===== config.mk =====
export PLATFORM = sky130hd
export DESIGN_NAME = conv_result_writeback
export DESIGN_NICKNAME = d
export VERILOG_FILES = /design/src/rtl/npu_pkg.sv /design/src/rtl/wb_fifo.sv /design/src/rtl/conv_result_writeback.sv
export SDC_FILE = /design/constraint.sdc
export NUM_CORES = 1
export LEC_CHECK = 0
export ABC_AREA = 1
export CAP_MARGIN = 20
export CORE_MARGIN = 1.5
export CORE_UTILIZATION = 64
export CTS_CLUSTER_DIAMETER = 200
export DETAILED_ROUTE_END_ITERATION = 16
export PLACE_DENSITY = 0.86
export SYNTH_ARGS = -nofsm -noshare
export SYNTH_HDL_FRONTEND = slang
export SYNTH_SLANG_ARGS = --single-unit

===== constraint.sdc =====
create_clock -name i_clk -period 7.15 [get_ports i_clk]
set_clock_uncertainty 0.1 [all_clocks]
set_input_delay 1.43 -clock i_clk [delete_from_list [all_inputs] [get_ports i_clk]]
set_output_delay 1.43 -clock i_clk [all_outputs]
set_load 0.005 [all_outputs]

===== src/rtl/npu_pkg.sv =====
// ============================================================================
//  Module      : npu_pkg
//  Description : Shared widths, write-back entry type and ReLU helper.
//  Revision    : 1.0 - initial release
// ============================================================================
`default_nettype none

package npu_pkg;

  localparam int DATA_W  = 8;
  localparam int ADDR_W  = 10;

  typedef struct packed {
    logic [ADDR_W-1:0] addr;
    logic [DATA_W-1:0] data;
  } wb_entry_t;

  localparam int ENTRY_W = $bits(wb_entry_t);

  // Two's-complement ReLU: negative sums clamp to zero.
  function automatic logic [DATA_W-1:0] relu(input logic [DATA_W-1:0] x);
    return x[DATA_W-1] ? '0 : x;
  endfunction

endpackage

`default_nettype wire


===== src/rtl/wb_fifo.sv =====
// ============================================================================
//  Module      : wb_fifo
//  Description : DEPTH-entry FIFO, two write ports (slot0/slot1), one read port.
//  Revision    : 1.0 - initial release
// ============================================================================
`default_nettype none

module wb_fifo
  import npu_pkg::*;
#(
  parameter int DEPTH = 8,
  parameter int CNT_W = $clog2(DEPTH) + 1
) (
  input  logic               i_clk,
  input  logic               i_rst,
  input  logic               i_we0,
  input  logic [ENTRY_W-1:0] i_wdata0,
  input  logic               i_we1,
  input  logic [ENTRY_W-1:0] i_wdata1,
  input  logic               i_pop,
  output logic [CNT_W-1:0]   o_count,
  output logic               o_full2,
  output logic [ENTRY_W-1:0] o_head
);

  localparam int PTR_W = $clog2(DEPTH);

  logic [ENTRY_W-1:0] mem_q [DEPTH];
  logic [PTR_W-1:0]   wr_ptr_q, wr_ptr_d, rd_ptr_q, rd_ptr_d;
  logic [CNT_W-1:0]   count_q, count_d;
  logic [PTR_W-1:0]   wr_ptr_p1;
  logic [1:0]         n_push;

  // Slot1 is only ever written together with slot0, so it lands at wr_ptr+1.
  assign wr_ptr_p1 = wr_ptr_q + PTR_W'(1);
  assign n_push    = {1'b0, i_we0} + {1'b0, i_we1};
  assign wr_ptr_d  = wr_ptr_q + PTR_W'(n_push);
  assign rd_ptr_d  = i_pop ? rd_ptr_q + PTR_W'(1) : rd_ptr_q;
  assign count_d   = count_q + CNT_W'(n_push) - CNT_W'(i_pop);

  always_ff @(posedge i_clk) begin
    if (i_we0) mem_q[wr_ptr_q]  <= i_wdata0;
    if (i_we1) mem_q[wr_ptr_p1] <= i_wdata1;
  end

  always_ff @(posedge i_clk or posedge i_rst) begin
    if (i_rst) begin
      wr_ptr_q <= '0;
      rd_ptr_q <= '0;
      count_q  <= '0;
    end else begin
      wr_ptr_q <= wr_ptr_d;
      rd_ptr_q <= rd_ptr_d;
      count_q  <= count_d;
    end
  end

  assign o_count = count_q;
  assign o_full2 = (count_q > CNT_W'(DEPTH - 2));
  assign o_head  = mem_q[rd_ptr_q];

endmodule

`default_nettype wire


===== src/rtl/conv_result_writeback.sv =====
// ============================================================================
//  Module      : conv_result_writeback
//  Description : Buffers up to two conv results per cycle and drains them into
//                the feature-map RAM write port. Optional RELU_WB_EN clamps
//                negative results to zero before buffering.
//  Revision    : 1.0 - initial release
// ============================================================================
`default_nettype none

module conv_result_writeback
  import npu_pkg::*;
#(
  parameter int DEPTH = 8
) (
  input  logic              i_clk,
  input  logic              i_rst,
  input  logic              i_start,
  input  logic              i_valid1,
  input  logic [DATA_W-1:0] i_sum1,
  input  logic [ADDR_W-1:0] i_addr1,
  input  logic              i_valid2,
  input  logic [DATA_W-1:0] i_sum2,
  input  logic [ADDR_W-1:0] i_addr2,
  input  logic              i_conv_done,
  output logic              o_ready,
  output logic              o_wr_en,
  output logic [ADDR_W-1:0] o_wr_addr,
  output logic [DATA_W-1:0] o_wr_data,
  output logic [ADDR_W-1:0] o_wr_count,
  output logic              o_overflow,
  output logic              o_done
);

  localparam int CNT_W = $clog2(DEPTH) + 1;

  logic [DATA_W-1:0] data1, data2;
  wb_entry_t         lane1, lane2, slot0, head;
  logic [ENTRY_W-1:0] head_raw;
  logic [CNT_W-1:0]  count;
  logic              full2, we0, we1, pop, fire, any_valid;

  logic              wr_en_q, overflow_q, latch_q, done_q;
  logic [ADDR_W-1:0] wr_addr_q, wr_count_q;
  logic [DATA_W-1:0] wr_data_q;

`ifdef RELU_WB_EN
  assign data1 = relu(i_sum1);
  assign data2 = relu(i_sum2);
`else
  assign data1 = i_sum1;
  assign data2 = i_sum2;
`endif

  assign lane1 = '{addr: i_addr1, data: data1};
  assign lane2 = '{addr: i_addr2, data: data2};

  // Lane 1 always takes the first slot when present; lane 2 fills in otherwise.
  assign any_valid = i_valid1 | i_valid2;
  assign we0       = ~full2 & any_valid;
  assign we1       = ~full2 & i_valid1 & i_valid2;
  assign slot0     = i_valid1 ? lane1 : lane2;
  assign pop       = (count != '0);
  assign head      = wb_entry_t'(head_raw);

  wb_fifo #(
    .DEPTH (DEPTH),
    .CNT_W (CNT_W)
  ) u_fifo (
    .i_clk    (i_clk),
    .i_rst    (i_rst),
    .i_we0    (we0),
    .i_wdata0 (slot0),
    .i_we1    (we1),
    .i_wdata1 (lane2),
    .i_pop    (pop),
    .o_count  (count),
    .o_full2  (full2),
    .o_head   (head_raw)
  );

  // Completion needs an empty FIFO with the final drain already presented and
  // no new arrivals; i_start always takes precedence.
  assign fire = latch_q & ~pop & ~we0 & ~i_start;

  always_ff @(posedge i_clk or posedge i_rst) begin
    if (i_rst) begin
      wr_en_q    <= 1'b0;
      wr_addr_q  <= '0;
      wr_data_q  <= '0;
      wr_count_q <= '0;
      overflow_q <= 1'b0;
      latch_q    <= 1'b0;
      done_q     <= 1'b0;
    end else begin
      wr_en_q <= pop;
      if (pop) begin
        wr_addr_q <= head.addr;
        wr_data_q <= head.data;
      end

      if (i_start)      wr_count_q <= '0;
      else if (wr_en_q) wr_count_q <= wr_count_q + ADDR_W'(1);

      if (i_start)                 overflow_q <= 1'b0;
      else if (any_valid & full2)  overflow_q <= 1'b1;

      if (i_start)          latch_q <= 1'b0;
      else if (fire)        latch_q <= 1'b0;
      else if (i_conv_done) latch_q <= 1'b1;

      done_q <= fire;
    end
  end

  assign o_ready    = ~full2;
  assign o_wr_en    = wr_en_q;
  assign o_wr_addr  = wr_addr_q;
  assign o_wr_data  = wr_data_q;
  assign o_wr_count = wr_count_q;
  assign o_overflow = overflow_q;
  assign o_done     = done_q;

endmodule

`default_nettype wire


# == Word level (Yosys, flattened, before mapping) ==
# Memories as Yosys holds them, arrays and structs flattened. A register that Yosys moved wholly into a read port is not among the register bits.
# Index checks and enable logic that the tools add are counted.
# op_classes
multipliers,0
addsub,7
mux,12
magnitude_cmp,1
n_eq_ne,0
div,0
reduce_logical,4
bitwise,12
n_shift,0
# op_table
op,count
2-to-1 mux 10 bit,2
2-to-1 mux 18 bit,1
adder 10 x 1 -> 10 bit (second input constant),1
2-to-1 mux 1 bit,9
bitwise AND 1 bit,7
adder 3 x 1 -> 3 bit (second input constant),2
adder 4 x 2 -> 4 bit,1
> comparator 4 x 3 -> 1 bit (second input constant),1
NOT 1 bit,4
nonzero test 2 bit,2
nonzero test 4 bit,1
subtractor 4 x 1 -> 4 bit,1
adder 3 x 2 -> 3 bit,1
nonzero test 3 bit,1
adder 1 x 1 -> 2 bit,1
bitwise OR 1 bit,1
# word_totals
mem_bits_ro,0
mem_bits_rw,144
word_cells,45
latchBits,0
out_inout_bits,32
n_memories,1
reg_bits,24
inputBits,42
# mem_list
name,words,word_bits,rd,rd_clocked_by_memory_dff,wr,line,rtl
u_fifo.mem_q,8,18,1,1,2,wb_fifo.sv:28,logic [ENTRY_W-1:0] mem_q [DEPTH];

# == Logic depth before layout (Yosys ltp) ==
# logic_depth
word_depth,8
depth_mapped,17
ltp_nobuf,16

# == Modules after synthesis ==
# From an unflattened synthesis, not the netlist that was laid out.
# hier_totals
hier_cells,1421
area_unflattened_um2,11153.2
# modules_own_cells
module,seq_area_each_um2,n_inst,area_per_inst_um2,cells_per_inst
wb_fifo,4574.4,1,9459.1,1231
conv_result_writeback,800.8,1,1694.1,190

# == Least setup slack after synthesis ==
# No wires, ideal clock.
# synth_path
path_kind,input-to-reg
startpoint,input i_valid1
endpoint,register u_fifo.count_q[2] (netlist: u_fifo.o_count[2])
t_required_ns,6.927
slack_ns,3.672
arrival_time_ns,3.255
path_stages,10
cell_sequence,buf_4 or2_2 nand2_1 buf_2 inv_1 ha_1 inv_1 ha_1 fa_1 xnor2_1
# synth_via
elab_chain_len,5
elab_cells_between_ends,7
classes_between,add/sub (3); bitwise (4)
# synth_lines
item,line,rtl
"start, declared",conv_result_writeback.sv:18,"input logic i_valid1,"
bitwise OR 1 bit or bitwise AND 1 bit (tied branches),"conv_result_writeback.sv:58, conv_result_writeback.sv:60",
"bitwise AND 1 bit, on equally long branches","conv_result_writeback.sv:59, conv_result_writeback.sv:60",
adder 1 x 1 -> 2 bit *,wb_fifo.sv:36,"assign n_push = {1'b0, i_we0} + {1'b0, i_we1};"
adder 4 x 2 -> 4 bit *,wb_fifo.sv:39,assign count_d = count_q + CNT_W'(n_push) - CNT_W'(i_pop);
subtractor 4 x 1 -> 4 bit *,wb_fifo.sv:39,
net u_fifo.count_d[2],wb_fifo.sv:30,"logic [CNT_W-1:0] count_q, count_d;"
"end signal, assigned",wb_fifo.sv:54,count_q <= count_d;
"end, declared",wb_fifo.sv:30,
# Mark *: on every way through the listed nets, which the timed path passes. The rest lies on a longest branch.
# A chain may end at the register's enable or synchronous reset.

# == Worst setup path in the final report ==
# layout_path
startpoint,input i_valid1
endpoint,register u_fifo.count_q[3] (netlist: u_fifo.o_count[3])
# Same word-level chain as after synthesis.

==> flow_summary.ini <==
[run_status]
outcome = completed

[logic_synthesis]
synth_area_leaders = edfxtp_1 44%, nand2_1 15%, dfrtp_1 11%, o21ai_0 6.9%, nand3_1 6.4%
syn_inst = 1165
avgSynthCellArea_um2 = 8.52
yosysSeqAreaShare_pct = 54.2
synth-async-reset-ratio_pct = 22.6
synth_edf_count = 144
synthFlopType = edfxtp_1
synth.top_cell.area_share_pct = 43.6
ys.warnings.count = 0
ys_ff_latch = 186
ys_types = 31
synth_top_cell_by_area = edfxtp_1
synth.cell_area_um2 = 9920
syn_nets = 1221

[sta]
period_minus_slack_ns = 3.87
tns_ns = 0
period_share_pct = 54.1
rsz0062_at_grt = false
finalSetupViolCount = 0
hold_viol_final = 0
clock.fmax_ghz = 0.258
slew_headroom_pct = 25.4
worst_slew_pin_slew_ns = 1.12
drv_slew = 0

[layout]
flow.area_growth_from_synthesis_pct = 13.0
fillCellCount = 1055
fin_nets = 1249
drive_gt1_share_pct = 5.64
num_antenna_cells = 0

[worst_setup_path]
critPathMaxStageDelay_ns = 0.40
cp.required_ns = 7.38
cp-start-kind = input pin
crit_type = input pin to flop
worstPathCellList = clkdlybuf4s50_1, buf_4, or2_2, nand2_1, inv_1, ha_1, inv_1, ha_1, inv_1, ha_1, a21oi_1, nand2_1, xnor2_1
regToRegEndpoint = o_wr_addr[3]
critPathMaxFanout = 20
rr_startpoint = u_fifo.rd_ptr_q[2]
crit_path_end_kind = flop
reg2regPathDepth = 4
critPathArrivalTime_ns = 4.10
crit_slowest_cell = clkdlybuf4s50_1
rrSetupSlack_ns = 4.29

[cts]
cts_tree = built
clkLatencyLatePin_ns = 0.44
cts_setup_buffers = 0
root_buffer = clkbuf_16
cts_max_level = 4
cts_buffer_depth = 2
cts_hold_buf = 0
numCtsBuffers = 17
path_clk_slew_ns = 0.07
ctsResizeCount = 0
cts_sinks = 186

[power_and_ir_drop]
power.switching_w = 0.00167
p_seq_share_pct = 38.7
power.density_nw_per_um2 = 378
power_w = 0.00424
sw_frac_of_total_pct = 39.3
p_comb_share_pct = 39.8
max-vdd-ir-drop_uv = 307
power.internal_w = 0.00257
p_leak_nw = 4.65
pwr-share-clk_pct = 21.4

[floorplan]
ios = 74
core_um2 = 15100
initial_core_util_pct = 65.5
die_x_um = 128
dieArea_um2 = 16300
die_y_um = 128
num_rows = 45

[route]
ant_nets = 0
wirelength_um = 24300
wl_per_cell_um = 17.4
drtPass1Iterations = 7
vias_per_cell = 5.85
detail_route.iter0.violations = 1103
remaining_drc_errors = 0
num_vias = 8148

[flow_run]
cap_violations = 0

[grt]
grt_use_total_pct = 31.7
first_global_vias = 7714
grt_overflow = 0
grt_max_degree = 76
grt_pass1_wl_um = 38800
antenna_found_initial = 0

[worst_hold_path]
hp-start = o_wr_addr[7]
holdPathStages = 2
min_path_type = flop to flop
min_to = o_wr_addr[7]

[place]
place_congestion = 0.868
dp_hpwl_um = 14300
portBuffers = 73
routing by layer:
layer,vias up,GRT usage (%),share of wire [%]
li1,3855,-,-
met2,513,50.2,47
met4,0,15.7,3.6
met5,-,0,0
met3,72,4.73,11
met1,3708,43.2,38
power groups by stage:
stage	Clock, W	Combinational, W	Sequential (W)
2_1_floorplan	0	0.00113	0.00162
3_3_place_gp	0	0.00159	0.00165
3_5_place_dp	0	0.00164	0.00166
4_1_cts	0.000910	0.00166	0.00164
5_1_grt	0.000948	0.00187	0.00167
6_report	0.000910	0.00169	0.00164
worst max-delay path, delay by kind of cell:
family,cells,cell delay [ns]
buffers and inverters,5,0.89
AOI/OAI and AO/OA,1,0.17
and+or+nand+nor,3,0.82
xor gates and xnor gates,1,0.12
adders and majority gates,3,0.67
placed cells by master, fill, tap and decap left out, drive strengths merged:
| cell type | synthesis | final |
|---|---|---|
| mux2i | 18 | 18 |
| o21ai | 148 | 148 |
| xnor2 | 4 | 4 |
| nand4 | 6 | 6 |
| a21oi | 6 | 6 |
| nand3b | 1 | 1 |
| nand3 | 127 | 127 |
| clkdlybuf4s50 | 0 | 73 |
| inv | 142 | 144 |
| o22ai | 8 | 8 |
| or2 | 1 | 1 |
| clkbuf | 33 | 21 |
| nor2 | 26 | 26 |
| a31oi | 1 | 1 |
| clkinv | 2 | 10 |
| edfxtp | 144 | 144 |
| dfrtp | 42 | 42 |
| xor2 | 2 | 2 |
| nand2 | 395 | 395 |
| fa | 2 | 2 |
| ha | 12 | 12 |
| clkinvlp | 0 | 1 |
| buf | 44 | 13 |
| a21o | 1 | 1 |
registers in the layout, indices dropped and copies added, names as in the netlist:
name and flops:
latch_q 1, o_done 1, o_overflow 1, o_wr_addr 10, o_wr_count 10, o_wr_data 8
o_wr_en 1, u_fifo.mem_q 144, u_fifo.o_count 4, u_fifo.rd_ptr_q 3, u_fifo.wr_ptr_q 3
cell type report:
| class | instances | area, µm² | area share (%) |
|---|---|---|---|
| sequential | 186 | 5380 | 47.9 |
| multi-input combinational | 758 | 3650 | 32.5 |
| timing repair buffer | 86 | 836 | 7.45 |
| inverter | 144 | 541 | 4.82 |
| clock buffer | 21 | 493 | 4.40 |
| tap | 188 | 235 | 2.10 |
| clock inverter | 11 | 85.1 | 0.759 |
how the worst max path moves through the flow:
stage / endpoint / slack (ns) / cells after the start / start
global placement: u_fifo.o_count[3] / 2.92 / 13 / i_valid1
finish: u_fifo.o_count[3] / 3.28 / 13 / i_valid1
global route: u_fifo.o_count[3] / 3.10 / 13 / i_valid1
detailed placement: u_fifo.o_count[3] / 2.83 / 13 / i_valid1
floorplan: u_fifo.o_count[2] / 3.67 / 10 / i_valid1
CTS: u_fifo.o_count[3] / 3.29 / 13 / i_valid1
through the flow:
stage / instances / setup slack, ns / hold slack, ns / util, % / instance area [µm²]
final: 1394 / 3.28 / 0.378 / 74.0 / 11200
after global routing: 1394 / 3.10 / 0.408 / 74.0 / 11200
after CTS: 1393 / 3.29 / 0.383 / 73.9 / 11200
after detailed placement: 1361 / 2.83 / 0.365 / 70.1 / 10600
after global placement: 1361 / 2.92 / 0.363 / 70.1 / 10600
after floorplan: 1165 / 3.67 / 0.373 / - / 9920
cell families (layout without fill, tap and decap cells):
| logic type | after synthesis | in the layout | synth area share (%) |
|---|---|---|---|
| XOR/XNOR | 6 | 6 | 0.530 |
| adder cells (fa/ha/maj) | 14 | 14 | 1.92 |
| multiplexers | 18 | 18 | 1.82 |
| flip-flops | 186 | 186 | 54.2 |
| AO/OA/AOI/OAI | 164 | 164 | 8.41 |
| buffers and inverters | 221 | 262 | 9.55 |
| AND/OR/NAND/NOR | 556 | 556 | 23.6 |
synth_stat cells (all sizes together), types with 4 or more instances:
library cell	n
inv	142
buf	44
nand2	395
nor2	26
a21oi	6
o21ai	148
o22ai	8
xnor2	4
nand4	6
clkbuf	33
ha	12
nand3	127
mux2i	18
edfxtp	144
dfrtp	42
Power figures use the tool's default switching activity.
